### src/rtl/dsp_mult_scheduler_pkg.sv
// Shared constants, tag type and helpers for the DSP multiplier scheduler.
package dsp_sched_pkg;

  localparam int P_WIDTH     = 36;
  localparam int MAX_LATENCY = 4;
  localparam int MAX_ID_W    = 3;

  function automatic int f_clog2(input int n);
    int r;
    r = 0;
    for (int i = 0; i < 32; i++)
      if ((1 << r) < n) r++;
    return r;
  endfunction

  // Requester tag that travels alongside the operands through the multiplier
  typedef struct packed {
    logic                valid;
    logic [MAX_ID_W-1:0] id;
  } tag_t;

endpackage

### src/rtl/dsp_mult_scheduler_if.sv
// Request/result bus between fabric producers, the consumer and the scheduler.
interface dsp_mult_scheduler_if #(
  parameter int NUM_REQ = 4,
  parameter int A_WIDTH = 18,
  parameter int B_WIDTH = 18
);
  localparam int ID_W = dsp_sched_pkg::f_clog2(NUM_REQ);

  logic [NUM_REQ-1:0]                req_valid;
  logic [NUM_REQ-1:0]                req_ready;
  logic [NUM_REQ*A_WIDTH-1:0]        req_a;
  logic [NUM_REQ*B_WIDTH-1:0]        req_b;
  logic                              res_valid;
  logic                              res_ready;
  logic signed [A_WIDTH+B_WIDTH-1:0] res_p;
  logic [ID_W-1:0]                   res_id;

  modport master (
    output req_valid, req_a, req_b, res_ready,
    input  req_ready, res_valid, res_p, res_id
  );

  modport slave (
    input  req_valid, req_a, req_b, res_ready,
    output req_ready, res_valid, res_p, res_id
  );
endinterface

### src/rtl/dsp_mult_pipe.sv
// Pipelined signed multiplier with a tag shift register aligned to its stages.
module dsp_mult_pipe import dsp_sched_pkg::*; #(
  parameter int LATENCY = 3,
  parameter int A_WIDTH = 18,
  parameter int B_WIDTH = 18
) (
  input  logic                              clk,
  input  logic                              rst,
  input  logic                              i_ce,
  input  logic signed [A_WIDTH-1:0]         i_a,
  input  logic signed [B_WIDTH-1:0]         i_b,
  input  tag_t                              i_tag,
  output logic signed [A_WIDTH+B_WIDTH-1:0] o_p,
  output tag_t                              o_tag,
  output logic                              o_busy
);
  localparam int PW = A_WIDTH + B_WIDTH;

  tag_t r_tag [LATENCY];

  always_ff @(posedge clk or posedge rst) begin
    if (rst) begin
      for (int unsigned i = 0; i < LATENCY; i++) r_tag[i] <= '0;
    end else if (i_ce) begin
      r_tag[0] <= i_tag;
      for (int unsigned i = 1; i < LATENCY; i++) r_tag[i] <= r_tag[i-1];
    end
  end

  always_comb begin
    o_busy = 1'b0;
    for (int unsigned i = 0; i < LATENCY; i++) o_busy = o_busy | r_tag[i].valid;
  end

  assign o_tag = r_tag[LATENCY-1];

`ifdef DSP_SCHED_USE_DSP48E1
  // Register split: 1 -> P; 2 -> M,P; 3 -> A/B,M,P; 4 -> A/B x2,M,P
  localparam int ABREG = (LATENCY >= 4) ? 2 : ((LATENCY == 3) ? 1 : 0);
  localparam int MREG  = (LATENCY >= 2) ? 1 : 0;

  logic [29:0] w_a30;
  logic [47:0] w_p48;
  assign w_a30 = {{(30-A_WIDTH){i_a[A_WIDTH-1]}}, i_a};

  DSP48E1 #(
    .A_INPUT("DIRECT"), .B_INPUT("DIRECT"), .USE_DPORT("FALSE"),
    .USE_MULT("MULTIPLY"), .USE_SIMD("ONE48"),
    .AREG(ABREG), .BREG(ABREG), .ACASCREG(ABREG), .BCASCREG(ABREG),
    .MREG(MREG), .PREG(1), .ADREG(0), .DREG(0), .CREG(0),
    .OPMODEREG(0), .ALUMODEREG(0), .INMODEREG(0),
    .CARRYINREG(0), .CARRYINSELREG(0)
  ) u_dsp (
    .CLK(clk), .A(w_a30), .B(i_b), .C(48'd0), .D(25'd0),
    .ACIN(30'd0), .BCIN(18'd0), .PCIN(48'd0),
    .CARRYIN(1'b0), .CARRYCASCIN(1'b0), .MULTSIGNIN(1'b0),
    .OPMODE(7'b0000101), .ALUMODE(4'b0000), .INMODE(5'b00000), .CARRYINSEL(3'b000),
    .CEA1(i_ce), .CEA2(i_ce), .CEB1(i_ce), .CEB2(i_ce), .CEM(i_ce), .CEP(i_ce),
    .CEAD(1'b0), .CED(1'b0), .CEC(1'b0), .CECTRL(1'b0), .CEALUMODE(1'b0),
    .CEINMODE(1'b0), .CECARRYIN(1'b0),
    .RSTA(rst), .RSTB(rst), .RSTM(rst), .RSTP(rst), .RSTC(1'b0), .RSTD(1'b0),
    .RSTCTRL(1'b0), .RSTALLCARRYIN(1'b0), .RSTALUMODE(1'b0), .RSTINMODE(1'b0),
    .P(w_p48), .ACOUT(), .BCOUT(), .PCOUT(), .CARRYOUT(), .CARRYCASCOUT(),
    .MULTSIGNOUT(), .OVERFLOW(), .UNDERFLOW(), .PATTERNDETECT(), .PATTERNBDETECT()
  );

  // DSP reset is synchronous, so the tag masks stale P until it clears
  assign o_p = o_tag.valid ? signed'(w_p48[P_WIDTH-1:0]) : '0;
`else
  logic signed [PW-1:0] r_p [LATENCY];

  always_ff @(posedge clk or posedge rst) begin
    if (rst) begin
      for (int unsigned i = 0; i < LATENCY; i++) r_p[i] <= '0;
    end else if (i_ce) begin
      r_p[0] <= i_a * i_b;
      for (int unsigned i = 1; i < LATENCY; i++) r_p[i] <= r_p[i-1];
    end
  end

  assign o_p = r_p[LATENCY-1];
`endif

endmodule

### src/rtl/dsp_mult_scheduler.sv
// Round-robin scheduler sharing one pipelined signed multiplier among requesters.
module dsp_mult_scheduler import dsp_sched_pkg::*; #(
  parameter int NUM_REQ      = 4,
  parameter int MULT_LATENCY = 3,
  parameter int A_WIDTH      = 18,
  parameter int B_WIDTH      = 18
) (
  input  logic                 clk,
  input  logic                 rst,
  input  logic                 en,
  output logic                 idle,
  dsp_mult_scheduler_if.slave  bus
);
  localparam int ID_W = f_clog2(NUM_REQ);

  logic [ID_W-1:0]                   r_ptr;
  logic [ID_W-1:0]                   w_idx;
  logic [ID_W-1:0]                   w_grant;
  logic                              w_found;
  logic                              w_stall;
  logic                              w_fire;
  logic                              w_busy;
  logic signed [A_WIDTH-1:0]         w_a;
  logic signed [B_WIDTH-1:0]         w_b;
  logic signed [A_WIDTH+B_WIDTH-1:0] w_p;
  tag_t                              w_tag_in;
  tag_t                              w_tag_out;
  logic                              w_unused_id;

  // First valid requester at or after the pointer, wrapping
  always_comb begin
    w_found = 1'b0;
    w_grant = '0;
    w_idx   = '0;
    for (int unsigned i = 0; i < NUM_REQ; i++) begin
      w_idx = ID_W'((32'(r_ptr) + i) % NUM_REQ);
      if (!w_found && bus.req_valid[w_idx]) begin
        w_found = 1'b1;
        w_grant = w_idx;
      end
    end
  end

  assign w_stall = bus.res_valid & ~bus.res_ready;
  assign w_fire  = w_found & en & ~w_stall & ~rst;

  always_comb begin
    bus.req_ready = '0;
    if (w_fire) bus.req_ready[w_grant] = 1'b1;
  end

  always_ff @(posedge clk or posedge rst) begin
    if (rst)
      r_ptr <= '0;
    else if (w_fire)
      r_ptr <= (w_grant == ID_W'(NUM_REQ-1)) ? '0 : w_grant + 1'b1;
  end

  assign w_a            = bus.req_a[w_grant*A_WIDTH +: A_WIDTH];
  assign w_b            = bus.req_b[w_grant*B_WIDTH +: B_WIDTH];
  assign w_tag_in.valid = w_fire;
  assign w_tag_in.id    = MAX_ID_W'(w_grant);

  dsp_mult_pipe #(
    .LATENCY (MULT_LATENCY),
    .A_WIDTH (A_WIDTH),
    .B_WIDTH (B_WIDTH)
  ) u_pipe (
    .clk    (clk),
    .rst    (rst),
    .i_ce   (~w_stall),
    .i_a    (w_a),
    .i_b    (w_b),
    .i_tag  (w_tag_in),
    .o_p    (w_p),
    .o_tag  (w_tag_out),
    .o_busy (w_busy)
  );

  assign bus.res_valid = w_tag_out.valid;
  assign bus.res_p     = w_p;
  assign bus.res_id    = w_tag_out.id[ID_W-1:0];
  assign w_unused_id   = ^w_tag_out.id;
  assign idle          = ~w_busy & ~w_fire;

endmodule

### src/flat_wrapper.sv
// flat-port wrapper written by rule: the top's interface ports become plain ports
module dsp_mult_scheduler_flat import dsp_sched_pkg::*;
#(
  parameter int NUM_REQ      = 4,
  parameter int MULT_LATENCY = 3,
  parameter int A_WIDTH      = 18,
  parameter int B_WIDTH      = 18
)
  (clk, rst, en, idle, bus_req_valid, bus_req_a, bus_req_b, bus_res_ready, bus_req_ready, bus_res_valid, bus_res_p, bus_res_id);
  dsp_mult_scheduler_if #(.NUM_REQ(NUM_REQ), .A_WIDTH(A_WIDTH), .B_WIDTH(B_WIDTH)) bus_i ();
  input  logic clk;
  input  logic rst;
  input  logic en;
  output logic idle;
  input wire logic [$bits(bus_i.req_valid)-1:0] bus_req_valid;
  input wire logic [$bits(bus_i.req_a)-1:0] bus_req_a;
  input wire logic [$bits(bus_i.req_b)-1:0] bus_req_b;
  input wire logic [$bits(bus_i.res_ready)-1:0] bus_res_ready;
  output wire logic [$bits(bus_i.req_ready)-1:0] bus_req_ready;
  output wire logic [$bits(bus_i.res_valid)-1:0] bus_res_valid;
  output wire logic [$bits(bus_i.res_p)-1:0] bus_res_p;
  output wire logic [$bits(bus_i.res_id)-1:0] bus_res_id;
  assign bus_i.req_valid = bus_req_valid;
  assign bus_i.req_a = bus_req_a;
  assign bus_i.req_b = bus_req_b;
  assign bus_i.res_ready = bus_res_ready;
  assign bus_req_ready = bus_i.req_ready;
  assign bus_res_valid = bus_i.res_valid;
  assign bus_res_p = bus_i.res_p;
  assign bus_res_id = bus_i.res_id;
  dsp_mult_scheduler #(.NUM_REQ(NUM_REQ), .MULT_LATENCY(MULT_LATENCY), .A_WIDTH(A_WIDTH), .B_WIDTH(B_WIDTH)) u_core (.clk(clk), .rst(rst), .en(en), .idle(idle), .bus(bus_i));
endmodule
### config.mk
export PLATFORM = sky130hd
export DESIGN_NAME = dsp_mult_scheduler_flat
export DESIGN_NICKNAME = d
export VERILOG_FILES = /design/src/rtl/dsp_mult_scheduler_pkg.sv /design/src/rtl/dsp_mult_scheduler_if.sv /design/src/rtl/dsp_mult_pipe.sv /design/src/rtl/dsp_mult_scheduler.sv /design/src/flat_wrapper.sv
export SDC_FILE = /design/constraint.sdc
export NUM_CORES = 1
export LEC_CHECK = 0
export BUFFER_PORTS_ARGS = -buffer_cell sky130_fd_sc_hd__buf_2
export CAP_MARGIN = 30
export CORE_MARGIN = 4
export CORE_UTILIZATION = 35
export DETAILED_ROUTE_END_ITERATION = 10
export HOLD_SLACK_MARGIN = 0.1
export PLACE_DENSITY_LB_ADDON = 0.1
export SETUP_SLACK_MARGIN = 0.5
export SYNTH_ARGS = -nofsm -noshare
export SYNTH_HDL_FRONTEND = slang
export SYNTH_SLANG_ARGS = --single-unit
export TNS_END_PERCENT = 20
### constraint.sdc
create_clock -name clk -period 9.05 [get_ports clk]
set_input_delay 0 -clock clk [delete_from_list [all_inputs] [get_ports clk]]
set_output_delay 0 -clock clk [all_outputs]
set_load 0.03 [all_outputs]
[Yosys cells after proc, flatten, opt, wreduce, memory -nomap -nowiden]
Cells that the tools add are included.
Storage, ports and cells
  register bits: 119
  bits in latches: 0
  memory bits (writable): 0
  bits in read-only memories: 0
  memories: 0
Cells by class
  add/sub/neg operators: 4
  multiply operators: 2
  div/mod/pow operators: 0
  $lt $le $gt $ge: 6
  equal/unequal tests: 1
  shift operators: 2
  multiplexer cells: 20
  bitwise operators: 12
  reduce and logical (&&, ||, !) cells: 7
Operators by type and width (number)
  $shiftx A72 B8 Y18: 2
  $mul A18 B18 Y36: 1
  $lt A2 B3 Y1 const B: 5
  $mux W2: 5
  $mux W1: 9
  $bmux W1 S2: 4
  $mul A2 B4 Y6 const B: 1
  $and A1 B1 Y1: 5
  $not A1 Y1: 5
  $add A2 B1 Y2 const B: 2
  $add A2 B2 Y2 const B: 2
  $logic_and A1 B1 Y1: 4
  $mux W4: 1
  $logic_not A1 Y1: 3
  $demux W1 S2: 1
  $eq A2 B2 Y1 const B: 1
  $ge A2 B1 Y1 const B: 1
  $or A1 B1 Y1: 2

[Depth between registers and ports, before layout]
  word-level depth: 17
  mapped depth: 32
  gate-level depth less buffers: 30

[Hierarchy]
A second synthesis with hierarchy kept.
Unflattened totals
  cell total of the unflattened synthesis: 1799
  area total of the unflattened synthesis: 18372.6 µm²
Modules (own cells, without submodules)
  dsp_mult_pipe: instances 1, cells an instance 1642, area each 16871.2 µm², sequential area each 3002.9 µm²
  dsp_mult_scheduler: instances 1, cells an instance 157, area each 1501.4 µm², sequential area each 50.0 µm²

[Worst setup path before layout]
Ideal clock, no wire load.
  path kind: register -> register
  start: reg u_core.r_ptr[0]
  end: reg u_core.u_pipe.r_p[105] (netlist name)
  library setup time: 0.128 ns
  data arrival time: 7.297 ns
  data required time: 8.922 ns
  path slack: 1.625 ns
  stages on the path, launching flop included: 33
  buffers on the path: 2
  period minus slack after synthesis: 7.425 ns
  path through: dfrtp_1 inv_1 a221oi_1 o32ai_1 nor2_4 buf_6 mux2i_1 nand2_1 and2_1 buf_2 nand2_1 inv_1 fa_1 inv_1 fa_1 inv_1 ha_1 inv_1 fa_1 inv_1 fa_1 inv_1 fa_1 inv_1 ha_1 and3_1 and2_1 a41oi_1 a21boi_0 a2111o_1 a31oi_1 mux2i_1 nand3_1
Between the ends
  cells in the longest elaborated chain, start to end: 15
Ends and longest elaborated chain
  start, declared: RTL line dsp_mult_scheduler.sv:16  | logic [ID_W-1:0] r_ptr;
  start signal, assigned: RTL line dsp_mult_scheduler.sv:56  | r_ptr <= (w_grant == ID_W'(NUM_REQ-1)) ? '0 : w_grant + 1'b1;
  branches (longest 11 deep; another with $add A2 B1 Y2)
  $mux W2 (*): RTL line dsp_mult_scheduler.sv:37  | if (!w_found && bus.req_valid[w_idx]) begin
  $mul A2 B4 Y6 (*): RTL line dsp_mult_scheduler.sv:59, dsp_mult_scheduler.sv:60
  $shiftx A72 B8 Y18, on equally long branches: RTL line dsp_mult_scheduler.sv:59, dsp_mult_scheduler.sv:60
  $mul A18 B18 Y36 (*): RTL line dsp_mult_pipe.sv:76  | r_p[0] <= i_a * i_b;
  end, declared: RTL line dsp_mult_pipe.sv:70  | logic signed [PW-1:0] r_p [LATENCY];
Mark *: on every way between the ends. The select of a mux whose other input is x is not followed.
A chain may end at the register's enable or synchronous reset.

[Final worst setup path]
  start: reg u_core.r_ptr[1]
  end: reg u_core.u_pipe.r_p[105] (netlist name)
Same word-level chain as after synthesis.

==> summary by stage <==
Worst setup path
The most numerous cell type found on the critical path is fa_1. The register-to-register setup slack is 0.94 ns. The origin of the critical flop-to-flop path is u_core.r_ptr[1].

Data arrives at the worst endpoint at 8.42 ns. At the worst endpoint, the required time is 9.35 ns. STA classifies the critical path endpoint as a flip-flop. The path type of the worst setup path is reg -> reg. The largest fanout on the critical path is 31. The kind of start point of the critical path is a flip-flop. The worst-case reg-to-reg path depth is 28. The highest-delay cell along the critical path is fa_1.

The longest individual stage delay on the worst path is about 0.63 ns. The reg-to-reg endpoint is u_core.u_pipe.r_p[105].

Logic synthesis
The share of synthesized area in the top cell type comes to 0.364. The number of nets handed over by synthesis was 2659. By area the synthesized netlist is led by fa_1 36%, dfrtp_1 16%, nand2_1 11%, inv_1 7.6%, ha_1 6.7%. The synthesized netlist occupies a cell area of between 15000 and 20000 sq um. Yosys mapped a number of flops with a built-in enable equal to 0. The number of different library cells used by synthesis comes to 61. Among all flip-flop cells after synthesis, the most frequent one is dfrtp_1. Of the synthesized area, sequential elements account for 0.164. The fraction of registers with async set/reset is 1.00.

Yosys printed 0 warnings. The top cell type by total area after synthesis is fa_1. The synthesized design contains roughly 120 register bits. The cell count after synthesis is 2081. Averaged over all synthesized cells, the footprint is 8.70 sq um.

Drt
The first TritonRoute pass finished after 7 iterations. The number of DRC markers after the initial detailed-route iteration is 784. Using the TritonRoute via totals, the vias-per-cell ratio works out to between 4 and 5. The count of unresolved DRC violations after routing is 0.

The average wire per cell in the routed design is 17.8 um. The final layout contains routed wiring with a total length of 51600 um. Once detail routing completed, the nets flagged for antenna violations numbered 0. For this block, the via count after detailed routing is 13.4k.

STA
The clock skew is 0.0211 ns. The worst pin sits at a relative slew slack of 0.417. Setup repair after global routing could not meet its margin everywhere. For the pin with the worst max-slew slack, the measured transition is approximately 0.87 ns.

Setup violations remaining at the end of the flow were counted as 0. The hold violation total from the final report was 0. In the finished design, the share of the clock period the worst path needs comes to 0.897. The number of slew-limit violations in the final report is 0.

Derived from the worst setup path, the maximum achievable clock frequency is around 0.12 GHz. The worst path needs ~8.1 ns of the cycle, external delays included. The final sum of negative setup slack is 0 ns.

Worst hold path
The startpoint identified for the worst hold timing path is bus_res_ready. The min-delay analysis places its worst path in the category in -> reg. The worst hold path was traced through 3 stages. The worst hold path endpoint is u_core.u_pipe.o_tag[3].

Layout
The final layout contains about 2.8k nets. From synthesis to final layout, the design area changed by 11.8%. The antenna cell count is 0.

The layout cell share with drive strength beyond 1 is 0.135.

Placement
In this run the tool buffered the top-level ports with 195 buffer cells. The congestion estimate from routability-driven global placement came to between 0.9 and 1. The detailed placer's ending HPWL is roughly 43000 um.

Global routing
For this run, the total global-route usage over all layers was measured as 0.190. The via count of the first global-routing pass is ~15k. The number of antenna violations at the first check in global routing is 3. The total overflow reported by the global router is 0. The pin count of the biggest net entering global routing is 84.

The first global-routing pass estimated 83600 um of wire.

Clocking
The worst-case clock buffer depth is 2. After clock tree synthesis, the clock-pin slew on the worst setup and hold paths is around 0.070 ns. The clock root buffer is clkbuf_16. TritonCTS built the clock tree. The total number of clock tree sinks is 119. Clock latency on the worst-skew pair, taken at its later pin, is around 0.44 ns.

The number of clock buffers added by TritonCTS is 17. The H-tree generated during clock tree synthesis spans 4 levels.

Floorplanning
The initial core utilization is 0.353. Row generation in the floorplan step produced 83 rows. The die is 236 um tall. The die area is 55500 sq um. The boundary pin count is between 150 and 200. After floorplanning, the core was sized to cover 51300 sq um. Measured along the x axis, the die boundary spans ~240 um.

Status
The flow ran to the end, and the final reports show no timing, DRC or antenna violations.

Run
The number of max-cap violations is 0.
-- cell usage after synthesis (all sizes together) (16+ instances only) --
| library cell | count |
|---|---|
| a21oi | 29 |
| and2 | 39 |
| buf | 89 |
| clkbuf | 34 |
| dfrtp | 119 |
| fa | 329 |
| ha | 97 |
| inv | 371 |
| mux2i | 55 |
| nand2 | 528 |
| nand3 | 16 |
| nor2 | 193 |
| o21ai | 31 |
| xnor2 | 21 |
-- cell usage in the layout, fill, tap and decap left out, types with 8 or more instances in the layout --
cell type,instances
fa_1,328
clkbuf_16,17
mux2i_1,55
inv_1,367
nand2_1,526
nor2_1,192
and3_1,8
ha_1,96
nand3_1,12
xor2_1,12
buf_4,27
buf_2,195
dfrtp_1,119
a21oi_1,29
nand2b_1,11
o21ai_0,26
a21o_1,12
xnor2_1,21
and2_1,38
-- what timing repair did --
| action | in CTS | in global routing |
|---|---|---|
| hold buffers | 6 | 0 |
| setup endpoints to repair | 0 | 15 |
| resized for setup | 0 | 7 |
| buffers inserted | 0 | 6 |
| hold endpoints to repair | 45 | 0 |
-- per-stage QoR --
| stage | hold WS [ns] | area (sq um) | std cells | utilization | setup slack (ns) |
|---|---|---|---|---|---|
| floorplan | 0.263 | 18100 | 2081 | - | 1.62 |
| global placement | 0.130 | 19400 | 2857 | 0.379 | 0.771 |
| detailed placement | 0.131 | 19500 | 2859 | 0.380 | 0.561 |
| CTS | 0.110 | 20200 | 2897 | 0.393 | 0.536 |
| global route | 0.176 | 20200 | 2903 | 0.395 | 0.498 |
| finish | 0.130 | 20200 | 2903 | 0.395 | 0.935 |
-- worst max-delay path by stage --
stage                    startpoint                      to  slack (ns)  depth (start not counted)
floorplan           u_core.r_ptr[0]  u_core.u_pipe.r_p[105]        1.62                         32
global placement    u_core.r_ptr[1]  u_core.u_pipe.r_p[105]        0.77                         29
CTS                 u_core.r_ptr[1]  u_core.u_pipe.r_p[105]        0.54                         29
detailed placement  u_core.r_ptr[1]  u_core.u_pipe.r_p[105]        0.56                         29
finish              u_core.r_ptr[1]  u_core.u_pipe.r_p[105]        0.94                         28
global route        u_core.r_ptr[0]   u_core.u_pipe.r_p[95]        0.50                         27
-- flip-flops by register name, indices dropped and copies added (netlist names) --
signal	flops
u_core.u_pipe.r_p	72
u_core.u_pipe.o_p	36
u_core.u_pipe.r_tag	6
u_core.u_pipe.o_tag	3
u_core.r_ptr	2
-- per-layer routing --
layer,part of all wire,track usage
met3,0.067,0.0383
met5,0.00025,0
met2,0.42,0.288
met4,0.017,0.0393
met1,0.49,0.283
-- cells by family after synthesis --
| kind of cell | share of synthesized area |
|---|---|
| buf+inv | 0.118 |
| simple gates | 0.186 |
| xor+xnor | 0.0160 |
| compound gates | 0.0535 |
| mux | 0.0316 |
| flops | 0.164 |
| fa+ha+maj | 0.431 |
-- layout make-up --
type	instances	area, sq um
fillers	5336	31100
clock inverters	13	169
repair buffers	233	1340
multi-input cells	1468	13100
flip-flops and latches	119	2980
inverters	371	1400
well taps	680	851
clock buffers	19	453
-- critical path: cells and delay by family (launching register included) --
family                     cells  cell delay (ns)
adders and majority gates      7             3.49
AOI/OAI and AO/OA              8             2.11
buffers and inverters          7             0.84
and+or+nand+nor                5             0.84
DFF                            1             0.45
muxes                          1             0.21
Power is not shown: default switching activity piles up to over one toggle a cycle in this logic, so the estimate is an artifact.
